**src/rtl/mem_access_stage_pkg.sv**
```systemverilog
// rtl/mem_access_stage_pkg.sv - shared state, width and MEM/WB bubble definitions for the memory stage
package mem_access_pkg;

  localparam int DATA_W = 16;

  typedef enum logic {
    IDLE = 1'b0,
    WAIT = 1'b1
  } state_e;

  typedef struct packed {
    logic valid;
    logic reg_write;
    logic reg_store;
  } wb_ctrl_t;

  localparam wb_ctrl_t WB_BUBBLE = '{valid: 1'b0, reg_write: 1'b0, reg_store: 1'b0};

endpackage

```
**src/rtl/mem_access_stage_if.sv**
```systemverilog
// rtl/mem_access_stage_if.sv - data-memory req/ack bus between the memory stage and the data memory
interface mem_access_stage_if #(
  parameter int DATA_W = mem_access_pkg::DATA_W
) ();

  logic              dmem_req;
  logic              dmem_we;
  logic [DATA_W-1:0] dmem_addr;
  logic [DATA_W-1:0] dmem_wdata;
  logic [DATA_W-1:0] dmem_rdata;
  logic              dmem_ack;

  modport master (
    output dmem_req, dmem_we, dmem_addr, dmem_wdata,
    input  dmem_rdata, dmem_ack
  );

  modport slave (
    input  dmem_req, dmem_we, dmem_addr, dmem_wdata,
    output dmem_rdata, dmem_ack
  );

endinterface

```
**src/rtl/mem_access_stage_mem_wb_reg.sv**
```systemverilog
// rtl/mem_access_stage_mem_wb_reg.sv - MEM/WB pipeline register with load-enable and bubble insert
module mem_wb_reg
  import mem_access_pkg::*;
#(
  parameter int DATA_W = mem_access_pkg::DATA_W
) (
  input  logic              clk,
  input  logic              reset,
  input  logic              load_en,
  input  logic              bubble,
  input  wb_ctrl_t          ctrl_in,
  input  logic [DATA_W-1:0] data_in,
  input  logic [DATA_W-1:0] rd_in,
  output wb_ctrl_t          ctrl_out,
  output logic [DATA_W-1:0] data_out,
  output logic [DATA_W-1:0] rd_out
);

  wb_ctrl_t          ctrl_q, ctrl_d;
  logic [DATA_W-1:0] data_q, data_d;
  logic [DATA_W-1:0] rd_q, rd_d;

  always_comb begin
    ctrl_d = ctrl_q;
    data_d = data_q;
    rd_d   = rd_q;
    if (bubble) begin
      ctrl_d = WB_BUBBLE;
      data_d = '0;
      rd_d   = '0;
    end else if (load_en) begin
      ctrl_d           = ctrl_in;
      // A register write must never escape without a valid instruction behind it
      ctrl_d.reg_write = ctrl_in.valid & ctrl_in.reg_write;
      data_d           = data_in;
      rd_d             = rd_in;
    end
  end

  always_ff @(posedge clk) begin
    if (reset) begin
      ctrl_q <= WB_BUBBLE;
      data_q <= '0;
      rd_q   <= '0;
    end else begin
      ctrl_q <= ctrl_d;
      data_q <= data_d;
      rd_q   <= rd_d;
    end
  end

  assign ctrl_out = ctrl_q;
  assign data_out = data_q;
  assign rd_out   = rd_q;

endmodule

```
**src/rtl/mem_access_stage.sv**
```systemverilog
// rtl/mem_access_stage.sv - MEM stage: data-memory req/ack FSM, upstream stall, MEM/WB results; MEM_ACCESS_TIMEOUT_EN adds WAIT abort and sticky mem_fault
module mem_access_stage
  import mem_access_pkg::*;
#(
  parameter int DATA_W = mem_access_pkg::DATA_W
`ifdef MEM_ACCESS_TIMEOUT_EN
  ,
  parameter int TIMEOUT = 15
`endif
) (
  input  logic              clk,
  input  logic              reset,
  input  logic              ex_valid,
  input  logic              ex_reg_write,
  input  logic              ex_mem_read,
  input  logic              ex_mem_write,
  input  logic              ex_reg_store,
  input  logic [DATA_W-1:0] ex_alu_result,
  input  logic [DATA_W-1:0] ex_store_data,
  input  logic [DATA_W-1:0] ex_rd,
  output logic              mem_stall,
  mem_access_stage_if.master dmem,
  output logic              wb_valid,
  output logic              wb_reg_write,
  output logic              wb_reg_store,
  output logic [DATA_W-1:0] wb_data,
  output logic [DATA_W-1:0] wb_rd
`ifdef MEM_ACCESS_TIMEOUT_EN
  ,
  output logic              mem_fault
`endif
);

  state_e            state_q, state_d;
  logic              req_q, req_d;
  logic              we_q, we_d;
  logic [DATA_W-1:0] addr_q, addr_d;
  logic [DATA_W-1:0] wdata_q, wdata_d;
  logic [DATA_W-1:0] rd_q, rd_d;
  logic              rw_q, rw_d;
  logic              rs_q, rs_d;

`ifdef MEM_ACCESS_TIMEOUT_EN
  localparam int CNT_W = $clog2(TIMEOUT + 1);
  logic [CNT_W-1:0] cnt_q, cnt_d;
  logic             fault_q, fault_d;
`endif

  logic              memop;
  logic              stall_c;
  logic              wb_load;
  wb_ctrl_t          wb_ctrl_in;
  logic [DATA_W-1:0] wb_data_in;
  logic [DATA_W-1:0] wb_rd_in;
  wb_ctrl_t          wb_ctrl;

  assign memop = ex_valid & (ex_mem_read | ex_mem_write);

  always_comb begin
    state_d    = state_q;
    req_d      = req_q;
    we_d       = we_q;
    addr_d     = addr_q;
    wdata_d    = wdata_q;
    rd_d       = rd_q;
    rw_d       = rw_q;
    rs_d       = rs_q;
    stall_c    = 1'b0;
    wb_load    = 1'b0;
    wb_ctrl_in = '{valid: 1'b1, reg_write: ex_reg_write, reg_store: ex_reg_store};
    wb_data_in = ex_alu_result;
    wb_rd_in   = ex_rd;
`ifdef MEM_ACCESS_TIMEOUT_EN
    cnt_d      = cnt_q;
    fault_d    = fault_q;
`endif
    if (state_q == IDLE) begin
      if (memop) begin
        // Write wins when both read and write are set
        stall_c = 1'b1;
        state_d = WAIT;
        req_d   = 1'b1;
        we_d    = ex_mem_write;
        addr_d  = ex_alu_result;
        wdata_d = ex_store_data;
        rd_d    = ex_rd;
        rw_d    = ex_reg_write;
        rs_d    = ex_reg_store;
`ifdef MEM_ACCESS_TIMEOUT_EN
        cnt_d   = '0;
`endif
      end else if (ex_valid) begin
        wb_load = 1'b1;
      end
    end else begin
      if (dmem.dmem_ack) begin
        state_d    = IDLE;
        req_d      = 1'b0;
        wb_load    = 1'b1;
        wb_ctrl_in = '{valid: 1'b1, reg_write: rw_q, reg_store: rs_q};
        wb_data_in = we_q ? addr_q : dmem.dmem_rdata;
        wb_rd_in   = rd_q;
      end else begin
        stall_c = 1'b1;
`ifdef MEM_ACCESS_TIMEOUT_EN
        cnt_d = cnt_q + CNT_W'(1);
        // Abort squashes the instruction: bubble into MEM/WB, let upstream move on
        if (cnt_q == CNT_W'(TIMEOUT - 1)) begin
          state_d = IDLE;
          req_d   = 1'b0;
          fault_d = 1'b1;
          stall_c = 1'b0;
        end
`endif
      end
    end
  end

  always_ff @(posedge clk) begin
    if (reset) begin
      state_q <= IDLE;
      req_q   <= 1'b0;
      we_q    <= 1'b0;
      addr_q  <= '0;
      wdata_q <= '0;
      rd_q    <= '0;
      rw_q    <= 1'b0;
      rs_q    <= 1'b0;
`ifdef MEM_ACCESS_TIMEOUT_EN
      cnt_q   <= '0;
      fault_q <= 1'b0;
`endif
    end else begin
      state_q <= state_d;
      req_q   <= req_d;
      we_q    <= we_d;
      addr_q  <= addr_d;
      wdata_q <= wdata_d;
      rd_q    <= rd_d;
      rw_q    <= rw_d;
      rs_q    <= rs_d;
`ifdef MEM_ACCESS_TIMEOUT_EN
      cnt_q   <= cnt_d;
      fault_q <= fault_d;
`endif
    end
  end

  mem_wb_reg #(.DATA_W(DATA_W)) u_mem_wb_reg (
    .clk      (clk),
    .reset    (reset),
    .load_en  (wb_load),
    .bubble   (!wb_load),
    .ctrl_in  (wb_ctrl_in),
    .data_in  (wb_data_in),
    .rd_in    (wb_rd_in),
    .ctrl_out (wb_ctrl),
    .data_out (wb_data),
    .rd_out   (wb_rd)
  );

  assign mem_stall       = stall_c;
  assign dmem.dmem_req   = req_q;
  assign dmem.dmem_we    = we_q;
  assign dmem.dmem_addr  = addr_q;
  assign dmem.dmem_wdata = wdata_q;
  assign wb_valid        = wb_ctrl.valid;
  assign wb_reg_write    = wb_ctrl.reg_write;
  assign wb_reg_store    = wb_ctrl.reg_store;
`ifdef MEM_ACCESS_TIMEOUT_EN
  assign mem_fault       = fault_q;
`endif

endmodule

```
**src/flat_wrapper.sv**
```systemverilog
// flat-port wrapper written by rule: the top's interface ports become plain ports
module mem_access_stage_flat import mem_access_pkg::*;
#(
  parameter int DATA_W = mem_access_pkg::DATA_W

)
  (clk, reset, ex_valid, ex_reg_write, ex_mem_read, ex_mem_write, ex_reg_store, ex_alu_result, ex_store_data, ex_rd, mem_stall, wb_valid, wb_reg_write, wb_reg_store, wb_data, wb_rd, dmem_dmem_req, dmem_dmem_we, dmem_dmem_addr, dmem_dmem_wdata, dmem_dmem_rdata, dmem_dmem_ack);
  mem_access_stage_if #(.DATA_W(DATA_W)) dmem_i ();
  input  logic clk;
  input  logic reset;
  input  logic ex_valid;
  input  logic ex_reg_write;
  input  logic ex_mem_read;
  input  logic ex_mem_write;
  input  logic ex_reg_store;
  input  logic [DATA_W-1:0] ex_alu_result;
  input  logic [DATA_W-1:0] ex_store_data;
  input  logic [DATA_W-1:0] ex_rd;
  output logic mem_stall;
  output logic wb_valid;
  output logic wb_reg_write;
  output logic wb_reg_store;
  output logic [DATA_W-1:0] wb_data;
  output logic [DATA_W-1:0] wb_rd;
  output wire logic [$bits(dmem_i.dmem_req)-1:0] dmem_dmem_req;
  output wire logic [$bits(dmem_i.dmem_we)-1:0] dmem_dmem_we;
  output wire logic [$bits(dmem_i.dmem_addr)-1:0] dmem_dmem_addr;
  output wire logic [$bits(dmem_i.dmem_wdata)-1:0] dmem_dmem_wdata;
  input wire logic [$bits(dmem_i.dmem_rdata)-1:0] dmem_dmem_rdata;
  input wire logic [$bits(dmem_i.dmem_ack)-1:0] dmem_dmem_ack;
  assign dmem_dmem_req = dmem_i.dmem_req;
  assign dmem_dmem_we = dmem_i.dmem_we;
  assign dmem_dmem_addr = dmem_i.dmem_addr;
  assign dmem_dmem_wdata = dmem_i.dmem_wdata;
  assign dmem_i.dmem_rdata = dmem_dmem_rdata;
  assign dmem_i.dmem_ack = dmem_dmem_ack;
  mem_access_stage #(.DATA_W(DATA_W)) u_core (.clk(clk), .reset(reset), .ex_valid(ex_valid), .ex_reg_write(ex_reg_write), .ex_mem_read(ex_mem_read), .ex_mem_write(ex_mem_write), .ex_reg_store(ex_reg_store), .ex_alu_result(ex_alu_result), .ex_store_data(ex_store_data), .ex_rd(ex_rd), .mem_stall(mem_stall), .dmem(dmem_i), .wb_valid(wb_valid), .wb_reg_write(wb_reg_write), .wb_reg_store(wb_reg_store), .wb_data(wb_data), .wb_rd(wb_rd));
endmodule
```
**config.mk**
```make
export PLATFORM = sky130hd
export DESIGN_NAME = mem_access_stage_flat
export DESIGN_NICKNAME = d
export VERILOG_FILES = /design/src/rtl/mem_access_stage_pkg.sv /design/src/rtl/mem_access_stage_if.sv /design/src/rtl/mem_access_stage_mem_wb_reg.sv /design/src/rtl/mem_access_stage.sv /design/src/flat_wrapper.sv
export SDC_FILE = /design/constraint.sdc
export NUM_CORES = 1
export LEC_CHECK = 0
export BUFFER_PORTS_ARGS = -buffer_cell sky130_fd_sc_hd__buf_2
export CAP_MARGIN = 20
export CELL_PAD_IN_SITES_DETAIL_PLACEMENT = 1
export CELL_PAD_IN_SITES_GLOBAL_PLACEMENT = 2
export CORE_MARGIN = 2
export CORE_UTILIZATION = 26
export CTS_CLUSTER_DIAMETER = 50
export CTS_CLUSTER_SIZE = 40
export DETAILED_ROUTE_END_ITERATION = 7
export PLACE_DENSITY = 0.85
export SETUP_SLACK_MARGIN = 0.15
export SLEW_MARGIN = 20
export SYNTH_ARGS = -nofsm -noshare
export SYNTH_HDL_FRONTEND = slang
export SYNTH_SLANG_ARGS = --single-unit
```
**constraint.sdc**
```tcl
create_clock -name clk -period 1.1 [get_ports clk]
set_input_delay 0.11 -clock clk [delete_from_list [all_inputs] [get_ports clk]]
set_output_delay 0.11 -clock clk [all_outputs]
set_load 0.03 [all_outputs]
```
# After elaboration in Yosys (flattened, before gate mapping)
# Index checks and enable logic that the tools add are counted.
[totals]
inputBits = 72
output_inout_bits = 70
wordCells = 40
reg_bits = 88
[classes]
reduce_logical = 4
n_eq_ne = 1
bitwise = 5
muxes = 17
[ops]
columns = ["cell", "n"]
rows = [
  ["$mux 16", 5],
  ["$mux 1", 10],
  ["$reduce_and 2->1", 2],
  ["$mux 3", 1],
  ["$and 1x1->1", 2],
  ["$mux 2", 1],
  ["$ne 2x2->1 const B", 1],
  ["$not 1->1", 2],
  ["$reduce_bool 2->1", 1],
  ["$reduce_or 2->1", 1],
  ["$or 1x1->1", 1],
]

# Longest topological paths before layout
# Gate-level depths: netlist of run 1.
[logic_depth]
ltp_word = 6
ltp_mapped = 5
ltp_nobuf = 3

# By module
# A second synthesis of run 1 with hierarchy kept.
[unflattened]
hier_cells = 435
area_unflattened_um2 = 3993.8
[by_module_without_submodules]
columns = ["mod", "cells_each", "instances", "area_per_inst_um2", "seq_area_each_um2"]
rows = [
  ["mem_access_stage", 320, 1, 2698.8, 1061.0],
  ["mem_wb_reg", 115, 1, 1295.0, 700.7],
]

# Worst setup path before layout of run 1
# Ideal clock, no wire load.
[synth_timing]
path_kind = "register to register"
start = "register u_core.we_q, in the netlist u_core.dmem.dmem_we"
end = "register u_core.u_mem_wb_reg.data_q[10], in the netlist u_core.u_mem_wb_reg.data_out[10]"
t_arrival_ps = 1265
path_stages_with_launch = 5
synth_period_minus_slack_ps = 1390
required_ps = 975
n_path_buf = 2
setup_ps = 125
setup_slack_ps = -290
cell_sequence = "dfxtp_1 buf_2 buf_4 mux2i_1 o22ai_2"
[synth_via]
elab_chain_cells = 3
[synth_rtl]
columns = ["item", "line", "source"]
rows = [
  ["start: declaration", "mem_access_stage.sv:36", "logic we_q, we_d;"],
  ["start signal: assignment", "mem_access_stage.sv:136", "we_q <= we_d;"],
  ["$mux 16", "mem_access_stage.sv:101", "wb_data_in = we_q ? addr_q : dmem.dmem_rdata;"],
  ["$mux 16", "mem_access_stage.sv:96", "if (dmem.dmem_ack) begin"],
  ["$mux 16", "mem_access_stage.sv:77", "if (state_q == IDLE) begin"],
  ["end signal: assignment", "mem_access_stage_mem_wb_reg.sv:47", "data_q <= data_d;"],
  ["end: declaration", "mem_access_stage_mem_wb_reg.sv:20", "logic [DATA_W-1:0] data_q, data_d;"],
]
# Every way passes these cells.
# A chain may end at the register's enable or synchronous reset.

# Worst setup path after layout of run 1
[layout_timing]
start = "register u_core.state_q"
end = "register u_core.wdata_q[12], in the netlist u_core.dmem.dmem_wdata[12]"
[layout_via]
elab_chain_cells = 2
[layout_rtl]
columns = ["item", "line", "source"]
rows = [
  ["start: declaration", "mem_access_stage.sv:34", "state_e state_q, state_d;"],
  ["start signal: assignment", "mem_access_stage.sv:134", "state_q <= state_d;"],
  ["$not 1->1 (no line)", "-", ""],
  ["$reduce_and 2->1 (no line)", "-", ""],
  ["end signal: assignment", "mem_access_stage.sv:138", "wdata_q <= wdata_d;"],
  ["end: declaration", "mem_access_stage.sv:38", "logic [DATA_W-1:0] wdata_q, wdata_d;"],
]
# Every way passes these cells.

==> flow_summary.toml, run 1 <==
[run_status]
outcome = "complete, but fails checks"
violations = "negative setup slack"

[routing]
vias = 3048
drt_first_pass_iters = 4
drt-initial-drc-count = 88
via_per_inst = 4.398
routed_wl_mm = 11.52
wl_per_cell_um = 16.62
antenna_left = 0
drc_errors = 0

[critical_path]
startpoint = "u_core.state_q"
rrSetupSlack_ps = -210
required_ps = 1360
crit_family = "flip-flops"
crit_type = "reg2reg"
r2r-end = "u_core.dmem.dmem_wdata[12]"
critPathBufInv = 2
crit_cells = 5
rr_worst_depth = 5
crit_path_cell_trace = "nor2b_4 -> nor2b_4 -> buf_4 -> buf_12 -> mux2i_2"
worstPathArrival_ps = 1570
cp-start-kind = "register"
critPathMaxStageDelay_ps = 340
cpMostUsedCell = "nor2b_4"
r2r_start = "u_core.state_q"
cp_max_fo = 9
cp-endpoint = "u_core.dmem.dmem_wdata[12]"
slowest_stage = "dfxtp_2"
end_kind = "register"

[global_routing]
grt_pass1_wl_mm = 17.10
grt_start_max_net_pins = 69
grt_pass1_vias = 3346
grt_overflow = 0
groute.usage.overall_pct = 15.22
antenna_found_initial = 0

[synthesis]
synthTopCellsByCount = "nand2b_1 (101), dfxtp_1 (88), mux2i_1 (66)"
synth_top_area_share_pct = 48.47
yosysUniqueCellTypes = 21
ys_seq_elements = 88
postSynth.asyncResetShare_pct = 0
ys_warn_count = 0
synth_edf_count = 0
ys_top_cells_by_area = "dfxtp_1 (48%), mux2i_1 (18%), nand2b_1 (17%)"
synthFlopType = "dfxtp_1"
avgSynthCellArea_um2 = 11.01
synth_top_area_cell = "dfxtp_1"
synthesis.nets = 402
synth_cells = 330
yosys.area_share.adder_pct = 0
synth.most_common_cell = "nand2b_1"
synth_compound_area_share_pct = 8.330
synth_area_mm2 = 0.003635
synth.area.mux_share_pct = 18.18
synth_top_family_by_area = "simple AND/OR/NAND/NOR gates"
synthXorXnorAreaFrac_pct = 0
ys_seq_area_share_pct = 48.47
yosys.area_share.simple_pct = 19.14

[floorplanning]
die_area_mm2 = 0.01494
ios = 142
core_area_mm2 = 0.01377
die_h_um = 122.2
initial_utilization_pct = 26.39
rows = 43
die_w_um = 122.2

[min_path]
hp-class = "in2reg"

[final_layout]
utilization_pct = 43.02
antennaDiodeCount = 0
drive_gt1_share_pct = 55.17
nNetsFinal = 580
fillers = 1531
area_growth_pct = 63.03
fin_cells = 693

[sta]
max_clock_freq_mhz = 761.1
period_share_pct = 119.5
rsz0062_at_grt = "yes"
setup_viol = 86
maxSlewViolCount = 0
final_hold_viol_count = 0
tns_ps = -12930
fin_crit_ps = 1314
tightest_slew_ps = 340.8
fin_ws_ps = -214.0
slew_headroom_pct = 77.25
finClkSkew_ps = 10.29

[placement]
place.gp.congestion = 0.6868
dp_hpwl_mm = 6.747
dp.cells = 638
port_buffers = 141

[clocking]
clk_pin_slew_worst_paths_ps = 70
htree_levels = 3
root_buffer = "clkbuf_16"
numCtsBuffers = 9
clkSinkCount = 88
insertion_delay_ps = 340
cts.path.max_buffers = 2
tritoncts = "yes"

[flow_run]
drv_cap = 0

[power_and_ir_drop]
p_total_uw = 8134
p_leak_uw = 0.002517
ir_worst_vdd_mv = 0.7658
p_per_area_mw_per_mm2 = 1373
## worst reg2reg max path: cells and delay by family, from the launching register on
family,cells,cell delay [ps]
AND/OR/NAND/NOR,2,320
multiplexers,1,230
buffers and inverters,2,330
flip-flops,1,340
## sequential cells by signal, indices dropped and copies added, names as in the netlist
| name | count |
|---|---|
| u_core.rw_q | 1 |
| u_core.state_q | 1 |
| u_core.dmem.dmem_wdata | 16 |
| u_core.dmem.dmem_we | 1 |
| u_core.dmem.dmem_req | 1 |
| u_core.u_mem_wb_reg.ctrl_out | 3 |
| u_core.rd_q | 16 |
| u_core.dmem.dmem_addr | 16 |
| u_core.u_mem_wb_reg.rd_out | 16 |
| u_core.u_mem_wb_reg.data_out | 16 |
| u_core.rs_q | 1 |
## per-stage QoR
stage                     hold WS, ps  cell area (µm²)  worst slack [ps]
after CTS                       3.847             5698            -245.3
after global routing            18.61             5926            -311.3
after detailed placement        376.1             4534            -144.0
after floorplan                 265.3             3679            -8.255
after global placement          367.0             4534            -68.98
final                           16.00             5926            -214.0
## cells by family after synthesis
logic type / Yosys count
simple gates: 111
flops: 88
mux: 66
compound gates: 39
buf+inv: 26
## placed cells by master (no fill, tap or decap)
cell             n
a21oi_1          2
a21oi_2          1
a22oi_1          1
buf_12          10
buf_16           9
buf_2           71
buf_4           50
buf_6           50
buf_8            1
bufinv_16        1
clkbuf_1         1
clkbuf_16       10
clkinv_2         3
clkinv_4         1
clkinvlp_4       1
dfxtp_1         48
dfxtp_2         39
dfxtp_4          1
dlygate4sd3_1    1
mux2i_1         60
mux2i_2          5
mux2i_4          1
nand2_1          3
nand2_8          1
nand2b_1       101
nand3b_1         1
nor2_1           1
nor2_2           1
nor2b_4          2
o21ai_2          1
o22ai_1         10
o22ai_2         24
or2_1            1
## worst min-delay path by stage
stage | start | end | slack, ps | cells after the start
floorplan | ex_store_data[0] | u_core.dmem.dmem_wdata[0] | 270 | 2
global placement | dmem_dmem_rdata[10] | u_core.u_mem_wb_reg.data_out[10] | 370 | 3
detailed placement | dmem_dmem_rdata[8] | u_core.u_mem_wb_reg.data_out[8] | 380 | 3
CTS | ex_store_data[14] | u_core.dmem.dmem_wdata[14] | 4 | 3
global route | ex_store_data[6] | u_core.dmem.dmem_wdata[6] | 20 | 3
finish | ex_store_data[14] | u_core.dmem.dmem_wdata[14] | 20 | 3
## power breakdown
| group | total, µW | internal (µW) | switching [µW] |
|---|---|---|---|
| Combinational | 1650 | 860 | 792 |
| Sequential | 3470 | 3370 | 100 |
| Clock | 3010 | 1750 | 1260 |
| Total | 8130 | 5980 | 2150 |
## timing repair
action | in CTS | in global routing
endpoints found under the setup margin | 156 | 120
pin swaps | 1 | 0
endpoints found under the hold margin | 1 | 0
cloned | 9 | 1
hold buffers | 1 | 0
setup buffers | 20 | 8
resized for setup | 171 | 31
## area by class of cell
class / instances / area (µm²) / share of cell area, %
clock inverter: 6 / 61.31 / 1.035
clock buffer: 10 / 229.0 / 3.864
sequential: 88 / 1814 / 30.62
tap: 180 / 225.2 / 3.801
timing repair buffer: 193 / 1792 / 30.24
multi-input combinational: 216 / 1804 / 30.45
## metal layers
layer  routed length [µm]  track usage, %
met5                    0               0
met2                 5823           26.84
met3                  625           3.346
met1                 4833           17.72
met4                  235           6.394
No activity file was read; power rests on OpenSTA's default activity.
==> run 2, diff against run 1 <==
--- a/config.mk
+++ b/config.mk
@@ -9,12 +9,12 @@
 export CAP_MARGIN = 20
 export CELL_PAD_IN_SITES_DETAIL_PLACEMENT = 1
 export CELL_PAD_IN_SITES_GLOBAL_PLACEMENT = 2
-export CORE_MARGIN = 2
-export CORE_UTILIZATION = 26
+export CORE_MARGIN = 3
+export CORE_UTILIZATION = 29
 export CTS_CLUSTER_DIAMETER = 50
 export CTS_CLUSTER_SIZE = 40
 export DETAILED_ROUTE_END_ITERATION = 7
-export PLACE_DENSITY = 0.85
+export PLACE_DENSITY = 0.89
 export SETUP_SLACK_MARGIN = 0.15
 export SLEW_MARGIN = 20
 export SYNTH_ARGS = -nofsm -noshare
==> constraint.sdc (replaced) <==
create_clock -name clk -period 1.31 [get_ports clk]
set_input_delay 0.131 -clock clk [delete_from_list [all_inputs] [get_ports clk]]
set_output_delay 0.131 -clock clk [all_outputs]
set_load 0.03 [all_outputs]
==> flow_summary.toml, run 2 (same netlist as run 1, synthesis figures left out) <==
[run_status]
outcome = "finished, final reports clean"

[clocking]
root_buffer = "clkbuf_16"
cts.path.max_buffers = 2
htree_levels = 3
insertion_delay_ps = 330
clkSinkCount = 88
numCtsBuffers = 9
clk_pin_slew_worst_paths_ps = 60
tritoncts = "yes"

[routing]
via_per_inst = 4.434
wl_per_cell_um = 15.71
drc_errors = 0
drt_first_pass_iters = 4
vias = 2904
antenna_left = 0
drt-initial-drc-count = 97
routed_wl_mm = 10.29

[final_layout]
fillers = 1395
nNetsFinal = 555
design_area_mm2 = 0.005167
antennaDiodeCount = 0
area_growth_pct = 42.17
layout_common_cells = "buf_2 (139), nand2b_1 (101), dfxtp_1 (86)"
seqCellArea_mm2 = 0.001767
final_common_cell = "buf_2"
drive_gt1_share_pct = 42.71
multi_input_area_mm2 = 0.001729

[flow_run]
drv_cap = 0

[global_routing]
use_met3_pct = 6.295
busiest_layer = "met2"
grt_pass1_wl_mm = 16.13
groute.usage.overall_pct = 14.38
grt_start_max_net_pins = 44
grt_overflow = 0
grt_pass1_vias = 3158
use_met2_pct = 25.19
grt_util_met1_pct = 15.96
antenna_found_initial = 0

[power_and_ir_drop]
p_per_area_mw_per_mm2 = 1309
p_leak_uw = 0.002292
p_total_uw = 6765
ir_worst_vdd_mv = 0.7330

[floorplanning]
initial_utilization_pct = 30.01
core_area_mm2 = 0.01211
die_area_mm2 = 0.01391
rows = 40
ios = 142
die_h_um = 118.0
die_w_um = 118.0

[critical_path]
worstPathArrival_ps = 1540
rr_worst_depth = 5
cp_max_fo = 7
required_ps = 1560
crit_type = "reg2reg"
r2r_start = "u_core.state_q"
cp-start-kind = "register"
startpoint = "u_core.state_q"
end_kind = "register"

[placement]
placed_area_mm2 = 0.004506
dp_hpwl_mm = 7.004
place.gp.congestion = 0.6950
port_buffers = 141

[sta]
max_clock_freq_mhz = 776.7
maxSlewViolCount = 0
period_share_pct = 98.29
slew_headroom_pct = 77.03
rsz0062_at_grt = "yes"
fin_crit_ps = 1288
tightest_slew_ps = 334.9
setup_viol = 0
final_hold_viol_count = 0
finClkSkew_ps = 7.699

[min_path]
min_from = "dmem_dmem_rdata[3]"
min_path_cells = 3
hp-class = "in2reg"
==> run 2: power by group <==
| group | internal (µW) | switching (µW) | total, µW |
|---|---|---|---|
| clock | 1760 | 1000 | 2760 |
| sequential | 2810 | 65.6 | 2880 |
| combinational | 520 | 602 | 1120 |
==> run 2: layout make-up <==
type                            count  share of cell area [%]
Clock buffer                       12                   4.964
Sequential cell                    88                   34.19
Tap cell                          168                   4.068
Multi-Input combinational cell    216                   33.46
Timing Repair Buffer              168                   22.06
Clock inverter                      3                   1.259
==> run 2: metal layers <==
layer  part of all wire (%)  vias to the layer above
met5                      0                        -
met2                     49                       86
met4                    1.3                        0
li1                       -                     1432
met1                     42                     1376
met3                    7.6                       10
==> run 2: timing repair <==
action,4_1_cts,5_1_grt
setup buffers,7,0
pin swaps,0,1
hold buffers,0,0
endpoints found under the setup margin,68,74
gates resized for setup,19,12
gates cloned,3,3
==> run 2: path summary, 6_finish.rpt <==
check | end | slack [ps]
min reg2reg | u_core.dmem.dmem_req | 470
max reg2reg | u_core.rw_q | 20
min | u_core.u_mem_wb_reg.data_out[3] | 60
max | u_core.rw_q | 20
==> run 2: critical path: stages, from the launching register on <==
cell and delay [ps]:
dfxtp_2 340, nor2b_4 140, nor2b_4 210, buf_4 170
clkbuf_16 160, mux2i_1 190
==> run 2: through the flow <==
stage / hold slack (ps) / utilization (%) / TNS [ps] / cells / worst slack [ps]
after floorplan: 286.3 / - / 0 / 330 / 162.6
after global placement: 388.8 / 37.20 / 0 / 627 / 61.39
after detailed placement: 399.3 / 37.20 / -237.0 / 627 / -36.20
after CTS: 52.82 / 41.57 / 0 / 652 / 29.83
after global routing: 45.61 / 42.67 / -188.5 / 655 / -28.77
final: 56.23 / 42.67 / 0 / 655 / 22.43
